## config.mk

```make
export PLATFORM = sky130hd
export DESIGN_NAME = pipeline_stall_ctrl_flat
export DESIGN_NICKNAME = d
export VERILOG_FILES = /design/src/rtl/pipeline_stall_ctrl_pkg.sv /design/src/rtl/pipeline_stall_ctrl_if.sv /design/src/rtl/pipeline_stall_ctrl_sat_counter.sv /design/src/rtl/pipeline_stall_ctrl.sv /design/src/flat_wrapper.sv
export SDC_FILE = /design/constraint.sdc
export NUM_CORES = 1
export LEC_CHECK = 0
export ABC_AREA = 0
export CAP_MARGIN = 5
export CORE_MARGIN = 4
export CORE_UTILIZATION = 47
export DETAILED_ROUTE_END_ITERATION = 12
export GPL_TIMING_DRIVEN = 0
export HOLD_SLACK_MARGIN = 0.05
export PLACE_DENSITY = 0.77
export SYNTH_ARGS = -nofsm -noshare
export SYNTH_HDL_FRONTEND = slang
export SYNTH_SLANG_ARGS = --single-unit
```

## constraint.sdc

```tcl
create_clock -name clk -period 2.5 [get_ports clk]
set_input_delay 0.25 -clock clk [delete_from_list [all_inputs] [get_ports clk]]
set_output_delay 0.25 -clock clk [all_outputs]
set_load 0.005 [all_outputs]
```

## src/rtl/pipeline_stall_ctrl_pkg.sv

```systemverilog
// Shared types for the pipeline stall/flush scheduler: FSM state encoding and
// the bundle of register enable/flush controls with its canonical settings.
package pipeline_stall_ctrl_pkg;

    typedef enum logic [1:0] {RUN, MEM_WAIT, MEM_ERR} stall_state_t;

    typedef struct packed {
        logic pc_en;
        logic if_id_en;
        logic if_id_flush;
        logic id_ex_en;
        logic id_ex_flush;
        logic ex_mem_en;
        logic ex_mem_flush;
        logic mem_wb_flush;
    } stall_ctrl_t;

    localparam stall_ctrl_t CTRL_NORMAL   = '{1'b1, 1'b1, 1'b0, 1'b1, 1'b0, 1'b1, 1'b0, 1'b0};
    localparam stall_ctrl_t CTRL_RESET    = '{1'b0, 1'b0, 1'b1, 1'b0, 1'b1, 1'b0, 1'b1, 1'b1};
    // Whole front end plus EX/MEM held; a bubble drains into MEM/WB.
    localparam stall_ctrl_t CTRL_FREEZE   = '{1'b0, 1'b0, 1'b0, 1'b0, 1'b0, 1'b0, 1'b0, 1'b1};
    localparam stall_ctrl_t CTRL_REDIRECT = '{1'b1, 1'b1, 1'b1, 1'b1, 1'b1, 1'b1, 1'b0, 1'b0};
    localparam stall_ctrl_t CTRL_LOAD_USE = '{1'b0, 1'b0, 1'b0, 1'b1, 1'b1, 1'b1, 1'b0, 1'b0};
    localparam stall_ctrl_t CTRL_ABORT    = '{1'b1, 1'b1, 1'b0, 1'b1, 1'b0, 1'b1, 1'b1, 1'b0};

endpackage

```

## src/rtl/pipeline_stall_ctrl_if.sv

```systemverilog
// Hazard inputs from the datapath and register enable/flush controls back to it.
interface pipeline_stall_ctrl_if #(
    parameter int REG_ADDR_W = 3,
    parameter int CNT_W      = 16
);
    logic                  id_valid;
    logic [REG_ADDR_W-1:0] id_rs1;
    logic [REG_ADDR_W-1:0] id_rs2;
    logic                  id_uses_rs2;
    logic                  ex_mem_read;
    logic [REG_ADDR_W-1:0] ex_rd;
    logic                  ex_redirect;
    logic                  mem_req;
    logic                  mem_ready;
    logic                  pc_en;
    logic                  if_id_en;
    logic                  if_id_flush;
    logic                  id_ex_en;
    logic                  id_ex_flush;
    logic                  ex_mem_en;
    logic                  ex_mem_flush;
    logic                  mem_wb_flush;
    logic                  mem_err;
    logic [CNT_W-1:0]      stall_cnt;
    logic [CNT_W-1:0]      flush_cnt;

    modport master (
        output id_valid, id_rs1, id_rs2, id_uses_rs2, ex_mem_read, ex_rd,
               ex_redirect, mem_req, mem_ready,
        input  pc_en, if_id_en, if_id_flush, id_ex_en, id_ex_flush,
               ex_mem_en, ex_mem_flush, mem_wb_flush, mem_err, stall_cnt, flush_cnt
    );

    modport slave (
        input  id_valid, id_rs1, id_rs2, id_uses_rs2, ex_mem_read, ex_rd,
               ex_redirect, mem_req, mem_ready,
        output pc_en, if_id_en, if_id_flush, id_ex_en, id_ex_flush,
               ex_mem_en, ex_mem_flush, mem_wb_flush, mem_err, stall_cnt, flush_cnt
    );
endinterface

```

## src/rtl/pipeline_stall_ctrl_sat_counter.sv

```systemverilog
// Up-counter that sticks at all-ones instead of wrapping.
module sat_counter #(
    parameter int CNT_W = 16
) (
    input  logic             clk,
    input  logic             rst,
    input  logic             inc,
    output logic [CNT_W-1:0] count
);
    always_ff @(posedge clk or posedge rst) begin
        if (rst)
            count <= '0;
        else if (inc && count != '1)
            count <= count + CNT_W'(1);
    end
endmodule

```

## src/rtl/pipeline_stall_ctrl.sv

```systemverilog
// Central stall/flush scheduler: memory wait > EX redirect > load-use, plus a
// memory-timeout watchdog and saturating hazard performance counters.
module pipeline_stall_ctrl
    import pipeline_stall_ctrl_pkg::*;
#(
    parameter int REG_ADDR_W  = 3,
    parameter int MEM_TIMEOUT = 16,
    parameter int CNT_W       = 16
) (
    input logic                clk,
    input logic                rst,
    pipeline_stall_ctrl_if.slave bus
);
    localparam int WAIT_W = (MEM_TIMEOUT > 2) ? $clog2(MEM_TIMEOUT) : 1;
    localparam logic [WAIT_W-1:0] WAIT_LAST = WAIT_W'(MEM_TIMEOUT - 1);

    localparam logic [1:0] S_RUN      = RUN;
    localparam logic [1:0] S_MEM_WAIT = MEM_WAIT;
    localparam logic [1:0] S_MEM_ERR  = MEM_ERR;

    logic [1:0]        state, state_nxt;
    logic [WAIT_W-1:0] wait_cnt, wait_cnt_nxt;
    logic              mem_err_q, mem_err_nxt;
    logic              run_rules, redirect_taken, load_use;
    stall_ctrl_t       ctrl;

    assign load_use = bus.id_valid && bus.ex_mem_read &&
                      (bus.id_rs1 == bus.ex_rd ||
                       (bus.id_uses_rs2 && bus.id_rs2 == bus.ex_rd));

    always_comb begin
        // NOTE: every signal gets a default before any branch so no path leaves it unassigned (no latches).
        ctrl           = CTRL_NORMAL;
        state_nxt      = state;
        wait_cnt_nxt   = wait_cnt;
        mem_err_nxt    = mem_err_q;
        run_rules      = 1'b0;
        redirect_taken = 1'b0;

        if (rst) begin
            ctrl = CTRL_RESET;
        end else begin
            case (state)
                S_RUN: begin
                    if (bus.mem_req && !bus.mem_ready) begin
                        ctrl         = CTRL_FREEZE;
                        state_nxt    = S_MEM_WAIT;
                        wait_cnt_nxt = WAIT_W'(1);
                    end else begin
                        run_rules = 1'b1;
                    end
                end
                S_MEM_WAIT: begin
                    // Redirect is deliberately not sampled here: ID/EX is frozen, so it stays valid.
                    if (bus.mem_ready) begin
                        state_nxt = S_RUN;
                        run_rules = 1'b1;
                    end else begin
                        ctrl = CTRL_FREEZE;
                        if (wait_cnt == WAIT_LAST) begin
                            mem_err_nxt = 1'b1;
                            state_nxt   = S_MEM_ERR;
                        end else begin
                            wait_cnt_nxt = wait_cnt + WAIT_W'(1);
                        end
                    end
                end
                S_MEM_ERR: begin
                    ctrl      = CTRL_ABORT;
                    state_nxt = S_RUN;
                end
                default: state_nxt = S_RUN;
            endcase

            if (run_rules) begin
                if (bus.ex_redirect) begin
                    ctrl           = CTRL_REDIRECT;
                    redirect_taken = 1'b1;
                end else if (load_use) begin
                    ctrl = CTRL_LOAD_USE;
                end
            end
        end
    end

    always_ff @(posedge clk or posedge rst) begin
        // NOTE: state registers use non-blocking assignment so all flops update together at the edge.
        if (rst) begin
            state     <= S_RUN;
            wait_cnt  <= '0;
            mem_err_q <= 1'b0;
        end else begin
            state     <= state_nxt;
            wait_cnt  <= wait_cnt_nxt;
            mem_err_q <= mem_err_nxt;
        end
    end

    sat_counter #(.CNT_W(CNT_W)) u_stall_cnt (
        .clk   (clk),
        .rst   (rst),
        .inc   (!rst && !ctrl.pc_en),
        .count (bus.stall_cnt)
    );

    sat_counter #(.CNT_W(CNT_W)) u_flush_cnt (
        .clk   (clk),
        .rst   (rst),
        .inc   (redirect_taken),
        .count (bus.flush_cnt)
    );

    assign bus.pc_en        = ctrl.pc_en;
    assign bus.if_id_en     = ctrl.if_id_en;
    assign bus.if_id_flush  = ctrl.if_id_flush;
    assign bus.id_ex_en     = ctrl.id_ex_en;
    assign bus.id_ex_flush  = ctrl.id_ex_flush;
    assign bus.ex_mem_en    = ctrl.ex_mem_en;
    assign bus.ex_mem_flush = ctrl.ex_mem_flush;
    assign bus.mem_wb_flush = ctrl.mem_wb_flush;
    assign bus.mem_err      = mem_err_q;
endmodule

```

## src/flat_wrapper.sv

```systemverilog
// flat-port wrapper written by rule: the top's interface ports become plain ports
module pipeline_stall_ctrl_flat import pipeline_stall_ctrl_pkg::*;
#(
    parameter int REG_ADDR_W  = 3,
    parameter int MEM_TIMEOUT = 16,
    parameter int CNT_W       = 16
)
  (clk, rst, bus_id_valid, bus_id_rs1, bus_id_rs2, bus_id_uses_rs2, bus_ex_mem_read, bus_ex_rd, bus_ex_redirect, bus_mem_req, bus_mem_ready, bus_pc_en, bus_if_id_en, bus_if_id_flush, bus_id_ex_en, bus_id_ex_flush, bus_ex_mem_en, bus_ex_mem_flush, bus_mem_wb_flush, bus_mem_err, bus_stall_cnt, bus_flush_cnt);
  pipeline_stall_ctrl_if #(.REG_ADDR_W(REG_ADDR_W), .CNT_W(CNT_W)) bus_i ();
  input logic clk;
  input logic rst;
  input wire logic [$bits(bus_i.id_valid)-1:0] bus_id_valid;
  input wire logic [$bits(bus_i.id_rs1)-1:0] bus_id_rs1;
  input wire logic [$bits(bus_i.id_rs2)-1:0] bus_id_rs2;
  input wire logic [$bits(bus_i.id_uses_rs2)-1:0] bus_id_uses_rs2;
  input wire logic [$bits(bus_i.ex_mem_read)-1:0] bus_ex_mem_read;
  input wire logic [$bits(bus_i.ex_rd)-1:0] bus_ex_rd;
  input wire logic [$bits(bus_i.ex_redirect)-1:0] bus_ex_redirect;
  input wire logic [$bits(bus_i.mem_req)-1:0] bus_mem_req;
  input wire logic [$bits(bus_i.mem_ready)-1:0] bus_mem_ready;
  output wire logic [$bits(bus_i.pc_en)-1:0] bus_pc_en;
  output wire logic [$bits(bus_i.if_id_en)-1:0] bus_if_id_en;
  output wire logic [$bits(bus_i.if_id_flush)-1:0] bus_if_id_flush;
  output wire logic [$bits(bus_i.id_ex_en)-1:0] bus_id_ex_en;
  output wire logic [$bits(bus_i.id_ex_flush)-1:0] bus_id_ex_flush;
  output wire logic [$bits(bus_i.ex_mem_en)-1:0] bus_ex_mem_en;
  output wire logic [$bits(bus_i.ex_mem_flush)-1:0] bus_ex_mem_flush;
  output wire logic [$bits(bus_i.mem_wb_flush)-1:0] bus_mem_wb_flush;
  output wire logic [$bits(bus_i.mem_err)-1:0] bus_mem_err;
  output wire logic [$bits(bus_i.stall_cnt)-1:0] bus_stall_cnt;
  output wire logic [$bits(bus_i.flush_cnt)-1:0] bus_flush_cnt;
  assign bus_i.id_valid = bus_id_valid;
  assign bus_i.id_rs1 = bus_id_rs1;
  assign bus_i.id_rs2 = bus_id_rs2;
  assign bus_i.id_uses_rs2 = bus_id_uses_rs2;
  assign bus_i.ex_mem_read = bus_ex_mem_read;
  assign bus_i.ex_rd = bus_ex_rd;
  assign bus_i.ex_redirect = bus_ex_redirect;
  assign bus_i.mem_req = bus_mem_req;
  assign bus_i.mem_ready = bus_mem_ready;
  assign bus_pc_en = bus_i.pc_en;
  assign bus_if_id_en = bus_i.if_id_en;
  assign bus_if_id_flush = bus_i.if_id_flush;
  assign bus_id_ex_en = bus_i.id_ex_en;
  assign bus_id_ex_flush = bus_i.id_ex_flush;
  assign bus_ex_mem_en = bus_i.ex_mem_en;
  assign bus_ex_mem_flush = bus_i.ex_mem_flush;
  assign bus_mem_wb_flush = bus_i.mem_wb_flush;
  assign bus_mem_err = bus_i.mem_err;
  assign bus_stall_cnt = bus_i.stall_cnt;
  assign bus_flush_cnt = bus_i.flush_cnt;
  pipeline_stall_ctrl #(.REG_ADDR_W(REG_ADDR_W), .MEM_TIMEOUT(MEM_TIMEOUT), .CNT_W(CNT_W)) u_core (.clk(clk), .rst(rst), .bus(bus_i));
endmodule
```

==> flow_metrics.env <==
export IMPL_final_layout_size_suffix_gt1_frac=0.05769
export IMPL_die_height_um=73.63
export IMPL_ant_nets=0
export IMPL_power_per_cell_area_nw_per_um2=627.8
export IMPL_timing_final_setup_violations=0
export IMPL_slew_violations=0
export IMPL_ys_ff_latch=39
export IMPL_root_buffer="clkbuf_8"
export IMPL_place_area_um2=2648
export IMPL_rsz0062_at_grt="no"
export IMPL_swShare=0.2909
export IMPL_htree_levels=2
export IMPL_n_antenna_cell=0
export IMPL_clkPwrFrac=0.223
export IMPL_initial_core_util=0.4954
export IMPL_clkSlewWorstSetupHoldPaths_ps=70
export IMPL_firstDrtPassIters=4
export IMPL_wirelength_um=4298
export IMPL_grt_overflow=0
export IMPL_tightest_slew_ps=830.8
export IMPL_cp_max_fo=10
export IMPL_cts_hold_buffers=0
export IMPL_period_share=0.9204
export IMPL_p_sw_mw=0.4968
export IMPL_grt_antenna_before_repair=0
export IMPL_slowest_delay_ps=480
export IMPL_vias=1687
export IMPL_clock_sinks=39
export IMPL_worstSetupPathType="flop to output port"
export IMPL_synth_warnings=0
export IMPL_syn_inst=198
export IMPL_hold_slack_ps=354.7
export IMPL_port_buffer_count=56
export IMPL_grt_pass1_wl_um=7086
export IMPL_hold_viol=0
export IMPL_clock_latency_ps=280
export IMPL_yosysSeqAreaShare=0.4821
export IMPL_gp_congestion=0.7931
export IMPL_critPathCaptureType="output port"
export IMPL_cts_tree="done"
export IMPL_cp_data_required_time_ps=2250
export IMPL_cts_max_path_buffers=2
export IMPL_cap_violations=0
export IMPL_final_nets=281
export IMPL_area_growth_pct=34.36
export IMPL_seqPwrFrac=0.505
export IMPL_status="complete, no violations"
export IMPL_syn_avg_cell_area_um2=10.22
export IMPL_wire_per_inst_um=13.86
export IMPL_totalNegativeSetupSlack_ps=0
export IMPL_finClkSkew_ps=4.466
export IMPL_grt_max_degree=43
export IMPL_cts_setup_buffers=0
export IMPL_peakVddDrop_uv=544.1
export IMPL_slew_headroom=0.4453
export IMPL_hpwlAfterDp_um=3214
export IMPL_row_count=23
export IMPL_drc=0
export IMPL_cts_resized=0
export IMPL_ys_types=33
export IMPL_drt_iter0_markers=83
export IMPL_die_area_um2=5421
export IMPL_max_freq_mhz=434.6
export IMPL_final_cell_area_um2=2720
export IMPL_die_w_um=73.63
export IMPL_track_usage=0.1668
export IMPL_numCtsBuffers=5
export IMPL_slowest_stage="clkdlybuf4s50_1"
export IMPL_worstPathArrival_ps=2050
export IMPL_grt_pass1_vias=1600
export IMPL_path_cells="clkbuf_1, nand4b_4, a21o_1, nor2_1, nor2_1, buf_4, clkdlybuf4s50_1"
export IMPL_p_int_mw=1.211
export IMPL_period_needed_ps=2301
export IMPL_cp_common_cell="nor2_1"
export IMPL_cp_start_kind="flop"
export IMPL_ioPinCount=58
export IMPL_viasPerCell=5.442
export IMPL_min_path_type="input pin to asynchronous set/reset pin"
export IMPL_comb_power_share=0.272
export IMPL_fp_coreArea_um2=4086
export IMPL_syn_num_nets=218
export IMPL_syn_cell_area_um2=2024
export IMPL_power_leakage_nw=1.145
layer usage:
layer	vias to the layer above	track usage	share of wire
met1	816	0.2106	0.44
li1	824	-	-
met4	0	0.05433	0.0079
met5	-	0	0
met2	45	0.2795	0.49
met3	2	0.04104	0.067
state kept, by name (all words and copies together) (netlist names):
signal,flops
u_core.state,2
u_core.wait_cnt,4
u_core.u_stall_cnt.count,16
u_core.bus.mem_err,1
u_core.u_flush_cnt.count,16
kinds of logic (layout without fill, tap and decap cells):
group / after synthesis / after routing / synth area share
simple gates: 90 / 90 / 0.2336
flops: 39 / 39 / 0.4821
xor+xnor: 36 / 36 / 0.1557
compound gates: 16 / 16 / 0.07293
buf+inv: 13 / 75 / 0.03152
fa+ha+maj: 3 / 3 / 0.01854
mux: 1 / 1 / 0.005562
Yosys cell counts:
cell | number | share of area
dfrtp_1 | 39 | 0.48
xnor2_1 | 24 | 0.10
nor2_1 | 19 | 0.035
nand3_1 | 18 | 0.045
nand2_1 | 17 | 0.032
nand4_1 | 14 | 0.043
xor2_1 | 12 | 0.052
inv_1 | 8 | 0.015
nor3_1 | 6 | 0.015
nor4_1 | 5 | 0.015
a21oi_1 | 3 | 0.0074
a31oi_1 | 3 | 0.0093
and3_1 | 3 | 0.0093
ha_1 | 3 | 0.019
a21o_1 | 2 | 0.0074
buf_4 | 2 | 0.0074
clkbuf_1 | 2 | 0.0037
nor2b_1 | 2 | 0.0062
o21a_1 | 2 | 0.0074
a2111oi_4 | 1 | 0.014
a22oi_1 | 1 | 0.0037
and2_1 | 1 | 0.0031
and4b_1 | 1 | 0.0049
buf_6 | 1 | 0.0056
mux2_2 | 1 | 0.0056
nand2b_1 | 1 | 0.0031
nand4b_1 | 1 | 0.0043
nand4b_4 | 1 | 0.012
nor4_2 | 1 | 0.0062
o21ai_0 | 1 | 0.0025
o21ai_4 | 1 | 0.0080
o21bai_4 | 1 | 0.0093
o32ai_1 | 1 | 0.0043
cell usage in the layout, fill, tap and decap left out, types with 6 or more instances in the layout:
master and instances:
nand4_1 14, dfrtp_1 39, xnor2_1 24, xor2_1 12
nor3_1 6, clkdlybuf4s50_1 56, nand2_1 17, nand3_1 18
inv_1 7, nor2_1 19
area by class of cell:
type / instances / area, um^2
Fill cell: 341 / 1366
Multi-Input combinational cell: 146 / 984.7
Sequential cell: 39 / 975.9
Timing Repair Buffer: 56 / 560.5
Clock buffer: 6 / 72.57
Tap cell: 50 / 62.56
Buffer: 5 / 33.78
Inverter: 8 / 30.03
path summary, 6_finish.rpt:
check,end,slack (ps),start,depth (start not counted)
worst max-delay path,bus_pc_en,200,u_core.state[1],7
worst min-delay path,u_core.state[0],350,rst,2
worst max register to register,u_core.u_stall_cnt.count[3],480,u_core.u_stall_cnt.count[0],7
worst min register to register,u_core.bus.mem_err,470,u_core.bus.mem_err,1
max in group asynchronous,u_core.u_stall_cnt.count[2],1620,rst,2
min in group clk,u_core.state[1],450,rst,3
stage by stage:
stage	util	setup slack, ps	instances	total power, mW
after CTS	0.6656	177.4	310	1.727
after detailed placement	0.6479	181.2	304	1.341
final	0.6656	199.0	310	1.708
after global routing	0.6656	29.47	310	1.818
after floorplan	-	677.8	198	1.077
after global placement	0.6479	-193.6	304	1.329
critical path, delay by kind of cell, from the launching register on:
| kind | cells | cell delay (ps) |
|---|---|---|
| AO/OA/AOI/OAI | 1 | 110 |
| AND/OR/NAND/NOR | 3 | 400 |
| flip-flops | 1 | 330 |
| buffers and inverters | 3 | 940 |
power groups by stage:
stage / clock network [mW] / logic (mW) / registers [mW]
global route: 0.417 / 0.518 / 0.883
detailed placement: 0 / 0.469 / 0.872
global placement: 0 / 0.456 / 0.872
CTS: 0.392 / 0.472 / 0.862
floorplan: 0 / 0.219 / 0.858
finish: 0.381 / 0.464 / 0.863
Note: power is estimated with default switching activity, not from simulation.
